==> config.mk <==
export PLATFORM = sky130hd
export DESIGN_NAME = c3dfx_tcm_pulse_seq_flat
export DESIGN_NICKNAME = d
export VERILOG_FILES = /design/src/rtl/c3dfx_tcm_pulse_seq_if.sv /design/src/rtl/c3dfx_tcm_pulse_seq.sv /design/src/flat_wrapper.sv
export SDC_FILE = /design/constraint.sdc
export NUM_CORES = 1
export LEC_CHECK = 0
export ABC_AREA = 1
export BUFFER_PORTS_ARGS = -buffer_cell sky130_fd_sc_hd__buf_2
export CORE_MARGIN = 2
export CORE_UTILIZATION = 25
export CTS_CLUSTER_SIZE = 30
export DETAILED_ROUTE_END_ITERATION = 12
export GPL_ROUTABILITY_DRIVEN = 0
export PLACE_DENSITY = 0.43
export SLEW_MARGIN = 20
export SYNTH_ARGS = -nofsm -noshare
export SYNTH_HDL_FRONTEND = slang
export SYNTH_SLANG_ARGS = --single-unit
export TNS_END_PERCENT = 10
==> constraint.sdc <==
create_clock -name i_clk -period 1.8 [get_ports i_clk]
set_input_delay 0 -clock i_clk [delete_from_list [all_inputs] [get_ports i_clk]]
set_output_delay 0 -clock i_clk [all_outputs]
set_load 0.01 [all_outputs]
==> src/rtl/c3dfx_tcm_pulse_seq_if.sv <==
// Control/status bundle between the DFX controller and one pulse sequencer.
// The sequencer takes the slave view; the controller (or bench) takes the master view.
interface c3dfx_tcm_pulse_seq_if #(
    parameter int CNT_W = 8
);
    logic             i_start;
    logic             i_scan_enable;
    logic             i_abort;
    logic [2:0]       i_num_pulses;
    logic [CNT_W-1:0] i_settle_cyc;
    logic [CNT_W-1:0] i_gap_cyc;
    logic             o_func_clken;
    logic             o_busy;
    logic             o_done;
    logic             o_err;
    logic [2:0]       o_pulse_cnt;

    modport slave (
        input  i_start, i_scan_enable, i_abort, i_num_pulses, i_settle_cyc, i_gap_cyc,
        output o_func_clken, o_busy, o_done, o_err, o_pulse_cnt
    );

    modport master (
        output i_start, i_scan_enable, i_abort, i_num_pulses, i_settle_cyc, i_gap_cyc,
        input  o_func_clken, o_busy, o_done, o_err, o_pulse_cnt
    );
endinterface

==> src/rtl/c3dfx_tcm_pulse_seq.sv <==
// At-speed launch/capture sequencer: emits a burst of single-cycle functional clock
// enables for the test clock macro, framed by settle intervals and separated by gaps.
module c3dfx_tcm_pulse_seq #(
    parameter int PULSE_MAX = 4,
    parameter int CNT_W     = 8
) (
    input  logic                     i_clk,
    input  logic                     i_rst_n,
    c3dfx_tcm_pulse_seq_if.slave     bus
);

    typedef enum logic [2:0] {
        ST_IDLE   = 3'd0,
        ST_SETTLE = 3'd1,
        ST_PULSE  = 3'd2,
        ST_GAP    = 3'd3,
        ST_POST   = 3'd4,
        ST_DONE   = 3'd5
    } state_t;

    localparam logic [2:0]       PULSE_MAX_L = 3'(PULSE_MAX);
    localparam logic [CNT_W-1:0] CNT_ONE     = CNT_W'(1);

    state_t           state_reg,  state_next;
    logic [CNT_W-1:0] cnt_reg,    cnt_next;
    logic [CNT_W-1:0] settle_reg, settle_next;
    logic [CNT_W-1:0] gap_reg,    gap_next;
    logic [2:0]       num_reg,    num_next;
    logic [2:0]       pcnt_reg,   pcnt_next;
    logic             clken_reg,  clken_next;
    logic             done_reg,   done_next;
    logic             err_reg,    err_next;

    logic             abort_req;
    logic [2:0]       num_clamped;
    logic [2:0]       pcnt_inc;

    always_ff @(posedge i_clk) begin
        if (!i_rst_n) begin
            state_reg  <= ST_IDLE;
            cnt_reg    <= '0;
            settle_reg <= '0;
            gap_reg    <= '0;
            num_reg    <= '0;
            pcnt_reg   <= '0;
            clken_reg  <= 1'b0;
            done_reg   <= 1'b0;
            err_reg    <= 1'b0;
        end else begin
            state_reg  <= state_next;
            cnt_reg    <= cnt_next;
            settle_reg <= settle_next;
            gap_reg    <= gap_next;
            num_reg    <= num_next;
            pcnt_reg   <= pcnt_next;
            clken_reg  <= clken_next;
            done_reg   <= done_next;
            err_reg    <= err_next;
        end
    end

    always_comb begin
        state_next  = state_reg;
        cnt_next    = cnt_reg;
        settle_next = settle_reg;
        gap_next    = gap_reg;
        num_next    = num_reg;
        pcnt_next   = pcnt_reg;
        clken_next  = 1'b0;
        done_next   = 1'b0;
        err_next    = 1'b0;

        abort_req   = (bus.i_abort || bus.i_scan_enable) &&
                      (state_reg != ST_IDLE) && (state_reg != ST_DONE);
        num_clamped = (bus.i_num_pulses > PULSE_MAX_L) ? PULSE_MAX_L : bus.i_num_pulses;
        pcnt_inc    = pcnt_reg + 3'd1;

        // An abort overrides whatever the current state would have done; a pulse
        // cut off this way is neither driven nor counted.
        if (abort_req) begin
            state_next = ST_IDLE;
            err_next   = 1'b1;
        end else begin
            case (state_reg)
                ST_IDLE: begin
                    if (bus.i_start) begin
                        if (bus.i_scan_enable || (bus.i_num_pulses == 3'd0)) begin
                            err_next = 1'b1;
                        end else begin
                            num_next    = num_clamped;
                            settle_next = bus.i_settle_cyc;
                            gap_next    = bus.i_gap_cyc;
                            pcnt_next   = 3'd0;
                            cnt_next    = bus.i_settle_cyc;
                            state_next  = ST_SETTLE;
                        end
                    end
                end

                ST_SETTLE: begin
                    if (cnt_reg == '0) begin
                        state_next = ST_PULSE;
                    end else begin
                        cnt_next = cnt_reg - CNT_ONE;
                    end
                end

                ST_PULSE: begin
                    clken_next = 1'b1;
                    pcnt_next  = pcnt_inc;
                    if (pcnt_inc < num_reg) begin
                        if (gap_reg == '0) begin
                            state_next = ST_PULSE;
                        end else begin
                            cnt_next   = gap_reg;
                            state_next = ST_GAP;
                        end
                    end else begin
                        cnt_next   = settle_reg;
                        state_next = ST_POST;
                    end
                end

                // The gap value is the number of low enable cycles between pulses,
                // so the state is left one count earlier than settle/post.
                ST_GAP: begin
                    if (cnt_reg <= CNT_ONE) begin
                        state_next = ST_PULSE;
                    end else begin
                        cnt_next = cnt_reg - CNT_ONE;
                    end
                end

                ST_POST: begin
                    if (cnt_reg == '0) begin
                        state_next = ST_DONE;
                    end else begin
                        cnt_next = cnt_reg - CNT_ONE;
                    end
                end

                ST_DONE: begin
                    done_next  = 1'b1;
                    state_next = ST_IDLE;
                end

                default: begin
                    state_next = ST_IDLE;
                end
            endcase
        end
    end

    assign bus.o_func_clken = clken_reg;
    assign bus.o_busy       = (state_reg != ST_IDLE);
    assign bus.o_done       = done_reg;
    assign bus.o_err        = err_reg;
    assign bus.o_pulse_cnt  = pcnt_reg;

endmodule

==> src/flat_wrapper.sv <==
// flat-port wrapper written by rule: the top's interface ports become plain ports
module c3dfx_tcm_pulse_seq_flat 
#(
    parameter int PULSE_MAX = 4,
    parameter int CNT_W     = 8
)
  (i_clk, i_rst_n, bus_i_start, bus_i_scan_enable, bus_i_abort, bus_i_num_pulses, bus_i_settle_cyc, bus_i_gap_cyc, bus_o_func_clken, bus_o_busy, bus_o_done, bus_o_err, bus_o_pulse_cnt);
  c3dfx_tcm_pulse_seq_if #(.CNT_W(CNT_W)) bus_i ();
  input  logic i_clk;
  input  logic i_rst_n;
  input wire logic [$bits(bus_i.i_start)-1:0] bus_i_start;
  input wire logic [$bits(bus_i.i_scan_enable)-1:0] bus_i_scan_enable;
  input wire logic [$bits(bus_i.i_abort)-1:0] bus_i_abort;
  input wire logic [$bits(bus_i.i_num_pulses)-1:0] bus_i_num_pulses;
  input wire logic [$bits(bus_i.i_settle_cyc)-1:0] bus_i_settle_cyc;
  input wire logic [$bits(bus_i.i_gap_cyc)-1:0] bus_i_gap_cyc;
  output wire logic [$bits(bus_i.o_func_clken)-1:0] bus_o_func_clken;
  output wire logic [$bits(bus_i.o_busy)-1:0] bus_o_busy;
  output wire logic [$bits(bus_i.o_done)-1:0] bus_o_done;
  output wire logic [$bits(bus_i.o_err)-1:0] bus_o_err;
  output wire logic [$bits(bus_i.o_pulse_cnt)-1:0] bus_o_pulse_cnt;
  assign bus_i.i_start = bus_i_start;
  assign bus_i.i_scan_enable = bus_i_scan_enable;
  assign bus_i.i_abort = bus_i_abort;
  assign bus_i.i_num_pulses = bus_i_num_pulses;
  assign bus_i.i_settle_cyc = bus_i_settle_cyc;
  assign bus_i.i_gap_cyc = bus_i_gap_cyc;
  assign bus_o_func_clken = bus_i.o_func_clken;
  assign bus_o_busy = bus_i.o_busy;
  assign bus_o_done = bus_i.o_done;
  assign bus_o_err = bus_i.o_err;
  assign bus_o_pulse_cnt = bus_i.o_pulse_cnt;
  c3dfx_tcm_pulse_seq #(.PULSE_MAX(PULSE_MAX), .CNT_W(CNT_W)) u_core (.i_clk(i_clk), .i_rst_n(i_rst_n), .bus(bus_i));
endmodule
==> results.ini <==
[layout]
stdcell_count = 479
area_delta_synth_final_pct = 35.0
drive_gt1_share_pct = 19.9
layout_common_cells = nand2_1, nor2_1, inv_1, dfxtp_1, buf_2
nFillCells = 846
fin_nets = 405
finish.utilization_pct = 34.9
final_common_cell = nand2_1
diodes = 0

[timing]
fmaxAchievable_ghz = 0.531
fin_worst_skew_ns = 0.00711
period_minus_slack_ns = 1.88
worstMarginPinSlew_ns = 0.518
setup_viol = 8
maxSlewHeadroom_pct = 65.5
fin_setup_tns_ns = -0.469
slew_violations = 0
post-route-period-util_pct = 105
hold_viol = 0
grt_setup_unrepaired = true
whs_ns = 0.0113
setup_slack_ns = -0.0818

[critical_path]
crit_chain = ha_4, xor2_2, ha_1, nand2_1, nand2_1, inv_1, nand2_2, nor2_8, a21oi_4, nand2_4, nand2_1, nand2_1, nor2_1
crit_family = simple AND/OR/NAND/NOR gates
path_class = reg2reg
required_ns = 2.03
crit_path_frequent_cell = nand2_1
reg2reg_from = u_core.bus.o_pulse_cnt[0]
path_buf_inv = 1
arrival_ns = 2.12
worstSetupStartpoint = u_core.bus.o_pulse_cnt[0]
cp_slowest_cell = dfxtp_4
cp-start-kind = flip-flop
worst_path_largest_cell_delay_ns = 0.35
cp_max_fo = 7
end_kind = flip-flop

[yosys]
synth_cell_types = 28
yosys.area.top_type = dfxtp_1
synth-seq-cells = 36
synthesis.nets = 342
syn_inst = 313
yosysTopAreaCellShare_pct = 36.0
synth-seq-area-share_pct = 36.0
ys_top_cells_by_area = dfxtp_1, nand2_1, nor2_1
synth_edf_count = 0
async_flop_share_pct = 0
syn_area_um2 = 2000
avgSynthCellArea_um2 = 6.39
synth_warnings = 0
ys.flop_type = dfxtp_1

[route]
drtAntennaViolNets = 0
routed_via_density = 4.30
drc = 0
via_count = 2061
wirelength_mm = 5.65
first_pass_iters = 4
wl_per_cell_um = 11.8
drt-initial-drc-count = 83

[power]
ir_worst_vdd_uv = 484
powerDensity_nw_per_um2 = 1380
p_leak_uw = 0.00133
totalPowerFinal_uw = 3720

[worst_hold_path]
hold_path_class = in2reg
hp-start = bus_i_num_pulses[1]

[grt]
grt.overflow.total = 0
grt_pass1_vias = 2138
grt_use_total_pct = 14.4
grt_start_max_net_pins = 29
antenna_found_initial = 0
grt_pass1_wl_mm = 10.0

[clocking]
cts_buffers = 5
insertion_delay_ns = 0.29
ctsHtreeMaxLevel = 2
path_clk_slew_ns = 0.08
cts_tree = built
clock_sinks = 36
clk_path_buf_depth = 2
cts_root_buf = clkbuf_8

[floorplan]
die_h_um = 93.4
core-area_um2 = 7730
die_w_um = 93.4
row_count = 32
dieArea_um2 = 8730
ioPinCount = 31
start_util_pct = 25.9

[placement]
port_buffers = 30
place_inst = 453
dpl.hpwl_mm = 4.10

[run_status]
status = finished, violations left
violations = negative setup slack

[run]
maxCapViolCount = 0

[path summary, 6_finish.rpt]
path | end | slack, ns | cells past startpoint
worst max-delay path | u_core.cnt_reg[7] | -0.08 | 13
worst min-delay path | u_core.num_reg[1] | 0.01 | 3
worst max register to register | u_core.cnt_reg[7] | -0.08 | 13
worst min register to register | u_core.num_reg[0] | 0.47 | 2
[area by class of cell]
type | instances | area (um2) | share of cell area (%)
multi-input cells | 235 | 1150 | 42.8
inverters | 36 | 138 | 5.10
repair buffers | 62 | 433 | 16.0
clock buffers | 8 | 121 | 4.49
flip-flops and latches | 36 | 726 | 26.9
well taps | 102 | 128 | 4.73
[per-layer routing]
metal	GRT usage, %	vias up	share of wire [%]
met3	1.93	6	2.2
met4	5.39	0	1.4
met2	23.3	26	45
met5	0	-	0
li1	-	1115	-
met1	19.6	914	52
[worst min-delay path, stage by stage]
cell	delay [ns]
buf_2	0.11
nand3_1	0.08
a21oi_1	0.06
[cell usage after synthesis, types with 3 or more instances]
library cell  instances
nand4_1               6
a21oi_1               7
ha_1                  5
dfxtp_1              36
nor2_1               74
nand2_2               3
nand3_1              23
o21ai_0              24
nand2_1              76
inv_1                34
clkbuf_1              3
[cell families (layout without fill, tap and decap cells)]
family	count (synthesis)	after routing	synth area share, %
XOR/XNOR	1	1	0.438
buffers and inverters	43	106	8.89
adder cells (fa/ha/maj)	5	5	3.13
AO/OA/AOI/OAI	38	38	10.4
AND/OR/NAND/NOR	190	191	41.1
flip-flops	36	36	36.0
[through the flow]
stage	worst slack [ns]	area, um2
after floorplan	-0.0835	2020
after global placement	-0.121	2370
after detailed placement	-0.163	2370
after CTS	-0.101	2700
after global routing	-0.253	2700
final	-0.0818	2700
[report_power, final]
part	switching (uW)	internal [uW]
Sequential	130	967
Clock	318	434
Combinational	1180	692
Total	1630	2090
[timing repair]
action | in CTS | in global routing
pin swaps | 8 | 0
setup buffers | 0 | 0
gates resized for setup | 6 | 2
endpoints found under the hold margin | 17 | 0
gates cloned | 1 | 0
hold buffers | 17 | 0
endpoints found under the setup margin | 9 | 12
(Power assumes the default switching activity.)
